### src/rtl/target_spawner_if.sv
// Signal bundle between the target spawner and its neighbours (game control, random generator,
// renderer, score display). The spawner uses the slave modport.
interface target_spawner_if;
    logic       start;
    logic       stop;
    logic       hit;
    logic [7:0] random_in;
    logic       trigger;
    logic [6:0] target_x;
    logic [5:0] target_y;
    logic       target_valid;
    logic [7:0] score;
    logic [7:0] miss_count;
    logic       busy;

    modport master (
        output start, stop, hit, random_in,
        input  trigger, target_x, target_y, target_valid, score, miss_count, busy
    );

    modport slave (
        input  start, stop, hit, random_in,
        output trigger, target_x, target_y, target_valid, score, miss_count, busy
    );
endinterface

### src/rtl/target_spawner.sv
// Requests random values, maps them to a target position, times the target's life and scores it.
// Optional macro SPAWN_AVOID_REPEAT_EN: re-roll spawns that land on top of the previous target.
module target_spawner #(
    parameter int unsigned SCREEN_W = 96,
    parameter int unsigned SCREEN_H = 64,
    parameter int unsigned TGT_SIZE = 8,
    parameter int unsigned SETTLE   = 2,
    parameter int unsigned LIFETIME = 6250000,
    parameter int unsigned GAP      = 625000
) (
    input logic              CLOCK,
    input logic              reset,
    target_spawner_if.slave  bus
);
    localparam int unsigned ModX = SCREEN_W - TGT_SIZE + 1;
    localparam int unsigned ModY = SCREEN_H - TGT_SIZE + 1;

    typedef enum logic [3:0] {
        StIdle, StReqX, StWaitX, StCapX, StReqY, StWaitY, StCapY, StActive, StGap
    } state_e;

    state_e      state_q, state_d;
    logic [31:0] cnt_q, cnt_d;
    logic        trig_q, trig_d;
    logic [6:0]  x_cap_q, x_cap_d;
    logic [6:0]  tx_q, tx_d;
    logic [5:0]  ty_q, ty_d;
    logic [7:0]  score_q, score_d;
    logic [7:0]  miss_q, miss_d;
    logic [5:0]  y_new;
    logic        accept;

    assign y_new = 6'(bus.random_in % ModY);

`ifdef SPAWN_AVOID_REPEAT_EN
    logic [1:0] retry_q, retry_d;
    logic [6:0] dx;
    logic [5:0] dy;

    always_comb begin
        dx     = (x_cap_q >= tx_q) ? x_cap_q - tx_q : tx_q - x_cap_q;
        dy     = (y_new >= ty_q) ? y_new - ty_q : ty_q - y_new;
        // The fourth candidate is taken no matter where it lands.
        accept = !((32'(dx) < TGT_SIZE) && (32'(dy) < TGT_SIZE)) || (retry_q == 2'd3);
    end
`else
    assign accept = 1'b1;
`endif

    always_comb begin
        state_d = state_q;
        cnt_d   = cnt_q;
        trig_d  = trig_q;
        x_cap_d = x_cap_q;
        tx_d    = tx_q;
        ty_d    = ty_q;
        score_d = score_q;
        miss_d  = miss_q;
`ifdef SPAWN_AVOID_REPEAT_EN
        retry_d = retry_q;
`endif
        if (bus.stop) begin
            state_d = StIdle;
        end else begin
            case (state_q)
                StIdle: begin
`ifdef SPAWN_AVOID_REPEAT_EN
                    retry_d = 2'd0;
`endif
                    if (bus.start) state_d = StReqX;
                end
                StReqX, StReqY: begin
                    trig_d  = ~trig_q;
                    cnt_d   = SETTLE - 1;
                    state_d = (state_q == StReqX) ? StWaitX : StWaitY;
                end
                StWaitX, StWaitY: begin
                    if (cnt_q == 32'd0) state_d = (state_q == StWaitX) ? StCapX : StCapY;
                    else cnt_d = cnt_q - 32'd1;
                end
                StCapX: begin
                    x_cap_d = 7'(bus.random_in % ModX);
                    state_d = StReqY;
                end
                StCapY: begin
                    if (accept) begin
                        tx_d    = x_cap_q;
                        ty_d    = y_new;
                        cnt_d   = LIFETIME - 1;
                        state_d = StActive;
`ifdef SPAWN_AVOID_REPEAT_EN
                        retry_d = 2'd0;
                    end else begin
                        retry_d = retry_q + 2'd1;
                        state_d = StReqX;
`endif
                    end
                end
                StActive: begin
                    if (bus.hit) begin
                        if (score_q != 8'hFF) score_d = score_q + 8'd1;
                        cnt_d   = GAP - 1;
                        state_d = StGap;
                    end else if (cnt_q == 32'd0) begin
                        if (miss_q != 8'hFF) miss_d = miss_q + 8'd1;
                        cnt_d   = GAP - 1;
                        state_d = StGap;
                    end else begin
                        cnt_d = cnt_q - 32'd1;
                    end
                end
                StGap: begin
                    if (cnt_q == 32'd0) state_d = StReqX;
                    else cnt_d = cnt_q - 32'd1;
                end
                default: state_d = StIdle;
            endcase
        end
    end

    always_ff @(posedge CLOCK) begin
        if (reset) begin
            state_q <= StIdle;
            cnt_q   <= 32'd0;
            trig_q  <= 1'b0;
            x_cap_q <= 7'd0;
            tx_q    <= 7'd0;
            ty_q    <= 6'd0;
            score_q <= 8'd0;
            miss_q  <= 8'd0;
`ifdef SPAWN_AVOID_REPEAT_EN
            retry_q <= 2'd0;
`endif
        end else begin
            state_q <= state_d;
            cnt_q   <= cnt_d;
            trig_q  <= trig_d;
            x_cap_q <= x_cap_d;
            tx_q    <= tx_d;
            ty_q    <= ty_d;
            score_q <= score_d;
            miss_q  <= miss_d;
`ifdef SPAWN_AVOID_REPEAT_EN
            retry_q <= retry_d;
`endif
        end
    end

    assign bus.trigger      = trig_q;
    assign bus.target_x     = tx_q;
    assign bus.target_y     = ty_q;
    assign bus.target_valid = (state_q == StActive);
    assign bus.score        = score_q;
    assign bus.miss_count   = miss_q;
    assign bus.busy         = (state_q != StIdle);
endmodule

### src/flat_wrapper.sv
// flat-port wrapper written by rule: the top's interface ports become plain ports
module target_spawner_flat 
#(
    parameter int unsigned SCREEN_W = 96,
    parameter int unsigned SCREEN_H = 64,
    parameter int unsigned TGT_SIZE = 8,
    parameter int unsigned SETTLE   = 2,
    parameter int unsigned LIFETIME = 6250000,
    parameter int unsigned GAP      = 625000
)
  (CLOCK, reset, bus_start, bus_stop, bus_hit, bus_random_in, bus_trigger, bus_target_x, bus_target_y, bus_target_valid, bus_score, bus_miss_count, bus_busy);
  target_spawner_if bus_i ();
  input logic CLOCK;
  input logic reset;
  input wire logic [$bits(bus_i.start)-1:0] bus_start;
  input wire logic [$bits(bus_i.stop)-1:0] bus_stop;
  input wire logic [$bits(bus_i.hit)-1:0] bus_hit;
  input wire logic [$bits(bus_i.random_in)-1:0] bus_random_in;
  output wire logic [$bits(bus_i.trigger)-1:0] bus_trigger;
  output wire logic [$bits(bus_i.target_x)-1:0] bus_target_x;
  output wire logic [$bits(bus_i.target_y)-1:0] bus_target_y;
  output wire logic [$bits(bus_i.target_valid)-1:0] bus_target_valid;
  output wire logic [$bits(bus_i.score)-1:0] bus_score;
  output wire logic [$bits(bus_i.miss_count)-1:0] bus_miss_count;
  output wire logic [$bits(bus_i.busy)-1:0] bus_busy;
  assign bus_i.start = bus_start;
  assign bus_i.stop = bus_stop;
  assign bus_i.hit = bus_hit;
  assign bus_i.random_in = bus_random_in;
  assign bus_trigger = bus_i.trigger;
  assign bus_target_x = bus_i.target_x;
  assign bus_target_y = bus_i.target_y;
  assign bus_target_valid = bus_i.target_valid;
  assign bus_score = bus_i.score;
  assign bus_miss_count = bus_i.miss_count;
  assign bus_busy = bus_i.busy;
  target_spawner #(.SCREEN_W(SCREEN_W), .SCREEN_H(SCREEN_H), .TGT_SIZE(TGT_SIZE), .SETTLE(SETTLE), .LIFETIME(LIFETIME), .GAP(GAP)) u_core (.CLOCK(CLOCK), .reset(reset), .bus(bus_i));
endmodule
### config.mk
export PLATFORM = sky130hd
export DESIGN_NAME = target_spawner_flat
export DESIGN_NICKNAME = d
export VERILOG_FILES = /design/src/rtl/target_spawner_if.sv /design/src/rtl/target_spawner.sv /design/src/flat_wrapper.sv
export SDC_FILE = /design/constraint.sdc
export NUM_CORES = 1
export LEC_CHECK = 0
export CAP_MARGIN = 30
export CORE_MARGIN = 8
export CORE_UTILIZATION = 45
export DETAILED_ROUTE_END_ITERATION = 8
export GPL_TIMING_DRIVEN = 0
export PLACE_DENSITY_LB_ADDON = 0.15
export SETUP_SLACK_MARGIN = 0.4
export SYNTH_ARGS = -nofsm -noshare
export SYNTH_HDL_FRONTEND = slang
export SYNTH_SLANG_ARGS = --single-unit
### constraint.sdc
create_clock -name CLOCK -period 5.3 [get_ports CLOCK]
set_input_delay 1.06 -clock CLOCK [delete_from_list [all_inputs] [get_ports CLOCK]]
set_output_delay 1.06 -clock CLOCK [all_outputs]
set_load 0.02 [all_outputs]
### Word level (Yosys, flattened, before mapping)

Index checks and enable logic that the tools add are counted.
Widths: inputs -> output; s select.

| storage, ports and cells | value |
|---|---|
| register bits | 73 |
| bits in latches | 0 |
| memory bits (writable) | 0 |
| ROM bits | 0 |
| input bits | 13 |
| output and inout bits | 32 |
| logic and storage cells | 58 |
| memories | 0 |

| operators by class | value |
|---|---|
| add/sub/neg operators | 3 |
| multipliers | 0 |
| divide/modulo/power cells | 2 |
| order comparisons | 0 |
| eq/ne operators | 15 |
| shift-type cells | 0 |
| multiplexer cells | 12 |
| bitwise logic cells | 3 |
| reduce and logical (&&, ||, !) cells | 15 |

Operators with widths:

| cell | number |
|---|---|
| $pmux 32 s4 | 1 |
| $mux 32 | 3 |
| $logic_not 32->1 | 1 |
| $mod 8x6->32 const B | 1 |
| $mod 8x7->32 const B | 1 |
| $sub 32x1->32 const B | 1 |
| $pmux 4 s7 | 1 |
| $mux 4 | 5 |
| $add 8x1->8 const B | 2 |
| $eq 4x3->1 const B | 4 |
| $ne 8x8->1 const B | 2 |
| $eq 4x2->1 const B | 2 |
| $reduce_and 4->1 | 2 |
| $reduce_bool 4->1 | 2 |
| $mux 3 | 2 |
| $reduce_and 2->1 | 3 |
| $reduce_or 2->1 | 3 |
| $reduce_and 5->1 | 1 |
| $eq 4x1->1 const B | 1 |
| $eq 4x4->1 const B | 1 |
| $logic_not 4->1 | 1 |
| $ne 2x1->1 const B | 2 |
| $ne 2x2->1 const B | 2 |
| $ne 3x2->1 const B | 1 |
| other kinds (3) | 5 |

### Depth between registers and ports, before layout

| logic depth | value |
|---|---|
| depth after elaboration | 4 |
| gate-level depth with buffers | 16 |
| gate-level depth less buffers | 15 |

### Least setup slack after synthesis

OpenSTA, ideal clock, no wires.

| timing | value |
|---|---|
| kind | input to register |
| start point | input bus_random_in[1] |
| end point | register u_core.ty_q[3] (netlist: u_core.bus.target_y[3]) |
| library setup time | 101 ps |
| data arrival time | 4,271 ps |
| data required time | 5,199 ps |
| slack | 928 ps |
| cell stages on the path | 13 |
| path buffers | 1 |
| path through | clkbuf_1 inv_1 ha_1 nor2_1 a21oi_1 ha_1 o41a_1 a21oi_2 xnor2_1 ha_1 o2111ai_1 a31o_2 o41ai_1 |

| on the way | value |
|---|---|
| word-level cells in the longest chain between the ends | 1 |

RTL lines:

| what | RTL line | source |
|---|---|---|
| from (decl) | flat_wrapper.sv:18 | `input wire logic [$bits(bus_i.random_in)-1:0] bus_random_in;` |
| $mod 8x6->32 | target_spawner.sv:33 | `assign y_new = 6'(bus.random_in % ModY);` |
| to (signal assigned) | target_spawner.sv:140 | `ty_q <= ty_d;` |
| to (decl) | target_spawner.sv:27 | `logic [5:0] ty_q, ty_d;` |

No other way between the ends.
A chain may end at the register's enable or synchronous reset.

### Worst setup path in the final report

Ends and elaborated chain as after synthesis.

==> impl_results.md <==
* Residual DRC at 0
* Crit-path cells: clkdlybuf4s50_1, clkbuf_4, clkinvlp_4, ha_1, nor2_4, a21oi_1, ha_1, o41a_1, a21oi_4, xnor2_1, ha_2, o2111ai_2, a31o_2, o41ai_1
* Share of cells above drive strength 1 at about 8%
* Req. time, crit path at ~5500 ps
* Initial drt markers at slightly below 500
* Post-synthesis cell area at about 5300 µm²
* PwrDens at around 240 nW/µm²
* VDD IR max at between 0.3 and 0.4 mV
* H-tree levels at 3
* EDFF count, synth at 0
* CP arrival at around 5000 ps
* Fraction of registers with async set/reset at 0%
* Setup violators final at 0
* Cell accounting for the most synthesized area: dfxtp_1
* Worst skew pair latency at approximately 340 ps
* Num CTS Buffers at 9
* Die width at about 120 µm
* Reg clk slew, reported paths at 60 ps
* R2r worst-path depth at 8
* First-pass GRT wire length at 25,900 µm
* Clock tree sinks at 73
* Synth top area share at between 20% and 30%
* Setup CP Type: in -> reg
* Pins Over Slew Limit at 0
* Initial Util at ~46%
* Main flop type after synthesis: dfxtp_1
* Critical Path End Type: register
* Peak Freq at ~210 MHz
* Gp weighted congestion at 0.890
* Antenna-violating nets left at 0
* Startpoint types: input port
* Lkg Pwr at approximately 2.3 nW
* CORE AREA at roughly 11,000 µm²
* Placed Instance Area at between 5000 and 6000 µm²
* Mux contribution to synthesized area at less than 1%
* # diodes at 0
* CTS tree: built
* Post-layout instance area at 6220 µm²
* Hold Path Depth at 2
* Max_cap viols at 0
* Ranking of synthesized cells by area: dfxtp_1 28%, nor2_1 5.7%, nand2_1 4.3%
* Power, Total at between 1 and 1.5 mW
* Crit path top cell by count: ha_1
* Min cycle time layout at 4720 ps
* Synth-to-layout area growth at 18.1%
* Largest net degree at the start of global routing at 15
* Post-Synth Adder-Cell Area at 3.80%
* Status: finished clean
* Compound-cell area share of the yosys netlist at between 20% and 30%
* FP Rows at 39
* Wire per inst at 17.6 µm
* Routed via count at between 5,000 and 6,000
* All-Layer GR Usage at about a fifth
* Max Root-Sink Buffers at 2
* Router iterations before antenna repair at 5
* Sum of net half-perimeters after detailed placement at ~12,000 µm
* Post-Synth Simple-Gate Area at between 30% and 40%
* Grt total ovfl at 0
* Antenna violations before repair at 0
* Yosys reg bits at 73
* Syn_area_per_cell at around 7.6 µm²
* Worst slew pin tran at approximately 750 ps
* Filler cell count in the final layout at about 1,100
* Vias per inst at approximately 6.1
* Slew margin rel. at approximately half
* HP Class: reg -> reg
* Number of global-route vias before repair at about 5,100
* RSZ-0062 raised after global routing: no
* Sequential area share after synthesis at between 20% and 30%
* Non-Filler Instances at 896
* CTS root buf: clkbuf_16
* Syn_nets at a little over 700
* Yosys warns at 0
* Final Hold Fails at 0
* Worst Clk Skew at 6.96 ps
* Layout net count at between 700 and 800
* Crit path max fanout at 10
* PortBufs at 41
* Slowest stage cell, crit path: clkdlybuf4s50_1
* Combinational family with the most area after synthesis: simple AND/OR/NAND/NOR gates
* Synth unique cells at 81
* Top-level I/O count at 45
* Placed Cells at 876
* Post-Synth XOR/XNOR Area at under 10%
* Die area at roughly 15,000 µm²
* R2R setup slack at between 2000 and 2500 ps
* Die Span Y at about 120 µm
* Crit share post-route at 89.1%
* Routed wire length at between 15,000 and 20,000 µm
* Post-synthesis cell count at about 700
* Max stage delay on crit path at roughly 600 ps
worst max-delay path, delay by kind of cell:
kind                     cells  cell delay, ps
AO/OA/AOI/OAI                6            1580
buffers and inverters        3            1020
adder cells (fa/ha/maj)      3             890
XOR/XNOR                     1             210
AND/OR/NAND/NOR              1             200
kinds of logic after synthesis:
group                    after synthesis
XOR/XNOR                              29
adder cells (fa/ha/maj)               16
multiplexers                           5
AO/OA/AOI/OAI                        202
flip-flops                            73
buffers and inverters                 72
AND/OR/NAND/NOR                      295
sequential cells by signal, indices dropped and copies added, names as in the netlist:
register               count
u_core.bus.miss_count      8
u_core.bus.score           8
u_core.bus.target_x        7
u_core.bus.target_y        6
u_core.bus.trigger         1
u_core.cnt_q              32
u_core.state_q             4
u_core.x_cap_q             7
metrics by stage:
step / setup slack [ps] / utilization, % / hold slack [ps] / TNS, ps
after floorplan: 928 / - / 427 / 0
after CTS: 402 / 54.2 / 453 / 0
after detailed placement: -558 / 51.3 / 448 / -1960
final: 577 / 54.5 / 453 / 0
after global placement: -566 / 51.3 / 443 / -2100
after global routing: 395 / 54.5 / 472 / 0
layout by cell type (no fill, tap or decap), types with 6 or more instances in the layout:
| cell type | count |
|---|---|
| nand2b_1 | 7 |
| o211ai_1 | 12 |
| a311oi_1 | 8 |
| inv_1 | 27 |
| or4_1 | 6 |
| dfxtp_1 | 73 |
| nor2_1 | 79 |
| buf_2 | 9 |
| nor3_1 | 25 |
| nand2_1 | 61 |
| xor2_1 | 18 |
| a21oi_1 | 44 |
| o21bai_1 | 6 |
| a211oi_1 | 6 |
| a31oi_1 | 25 |
| ha_1 | 15 |
| clkdlybuf4s50_1 | 41 |
| o21ai_0 | 31 |
| clkbuf_16 | 9 |
| and3_1 | 12 |
| nand3_1 | 24 |
| xnor2_1 | 11 |
| clkbuf_1 | 27 |
| or3_1 | 17 |
| nor2b_1 | 6 |
| nand4_1 | 13 |
power breakdown:
| group | switching (mW) | internal, mW |
|---|---|---|
| logic | 0.196 | 0.109 |
| clock network | 0.260 | 0.368 |
| registers | 0.00689 | 0.554 |
cells in the mapped netlist (7+ instances only):
| library cell | count |
|---|---|
| xnor2_1 | 11 |
| o211ai_1 | 12 |
| inv_1 | 28 |
| a31oi_1 | 25 |
| a311oi_1 | 8 |
| xor2_1 | 18 |
| buf_2 | 9 |
| or3_1 | 17 |
| nand2_1 | 61 |
| a21oi_1 | 44 |
| ha_1 | 16 |
| dfxtp_1 | 73 |
| clkbuf_1 | 28 |
| nand4_1 | 13 |
| and3_1 | 12 |
| o21ai_0 | 31 |
| nand3_1 | 24 |
| nand2b_1 | 7 |
| nor3_1 | 25 |
| nor2_1 | 80 |
worst paths after layout:
path / start / to
setup reg to reg: u_core.cnt_q[2] / u_core.cnt_q[8]
hold / removal: u_core.x_cap_q[6] / u_core.bus.target_x[6]
setup / recovery: bus_random_in[1] / u_core.bus.target_y[3]
hold reg to reg: u_core.x_cap_q[6] / u_core.bus.target_x[6]
area by class of cell:
cell class | count | area [µm²] | share of cell area, %
plain buffers | 43 | 195 | 3.14
clock buffers | 9 | 225 | 3.62
clock inverters | 7 | 80.1 | 1.29
inverters | 29 | 113 | 1.81
multi-input cells | 547 | 3530 | 56.7
flip-flops and latches | 73 | 1460 | 23.5
well taps | 143 | 179 | 2.87
repair buffers | 45 | 440 | 7.08
per-layer routing:
metal / up-vias / wire length, µm / track usage (%) / part of all wire (%)
li1: 2688 / - / - / -
met1: 2630 / 7120 / 27.2 / 45
met3: 20 / 842 / 4.62 / 5.3
met2: 152 / 7520 / 33.9 / 48
met4: 0 / 280 / 6.02 / 1.8
met5: - / 0 / 0 / 0
repair_timing:
action,4_1_cts,5_1_grt
pin swaps,0,1
setup endpoints to repair,6,3
hold buffers,0,0
setup buffers,1,3
resized for setup,6,3
(Power assumes the default switching activity.)
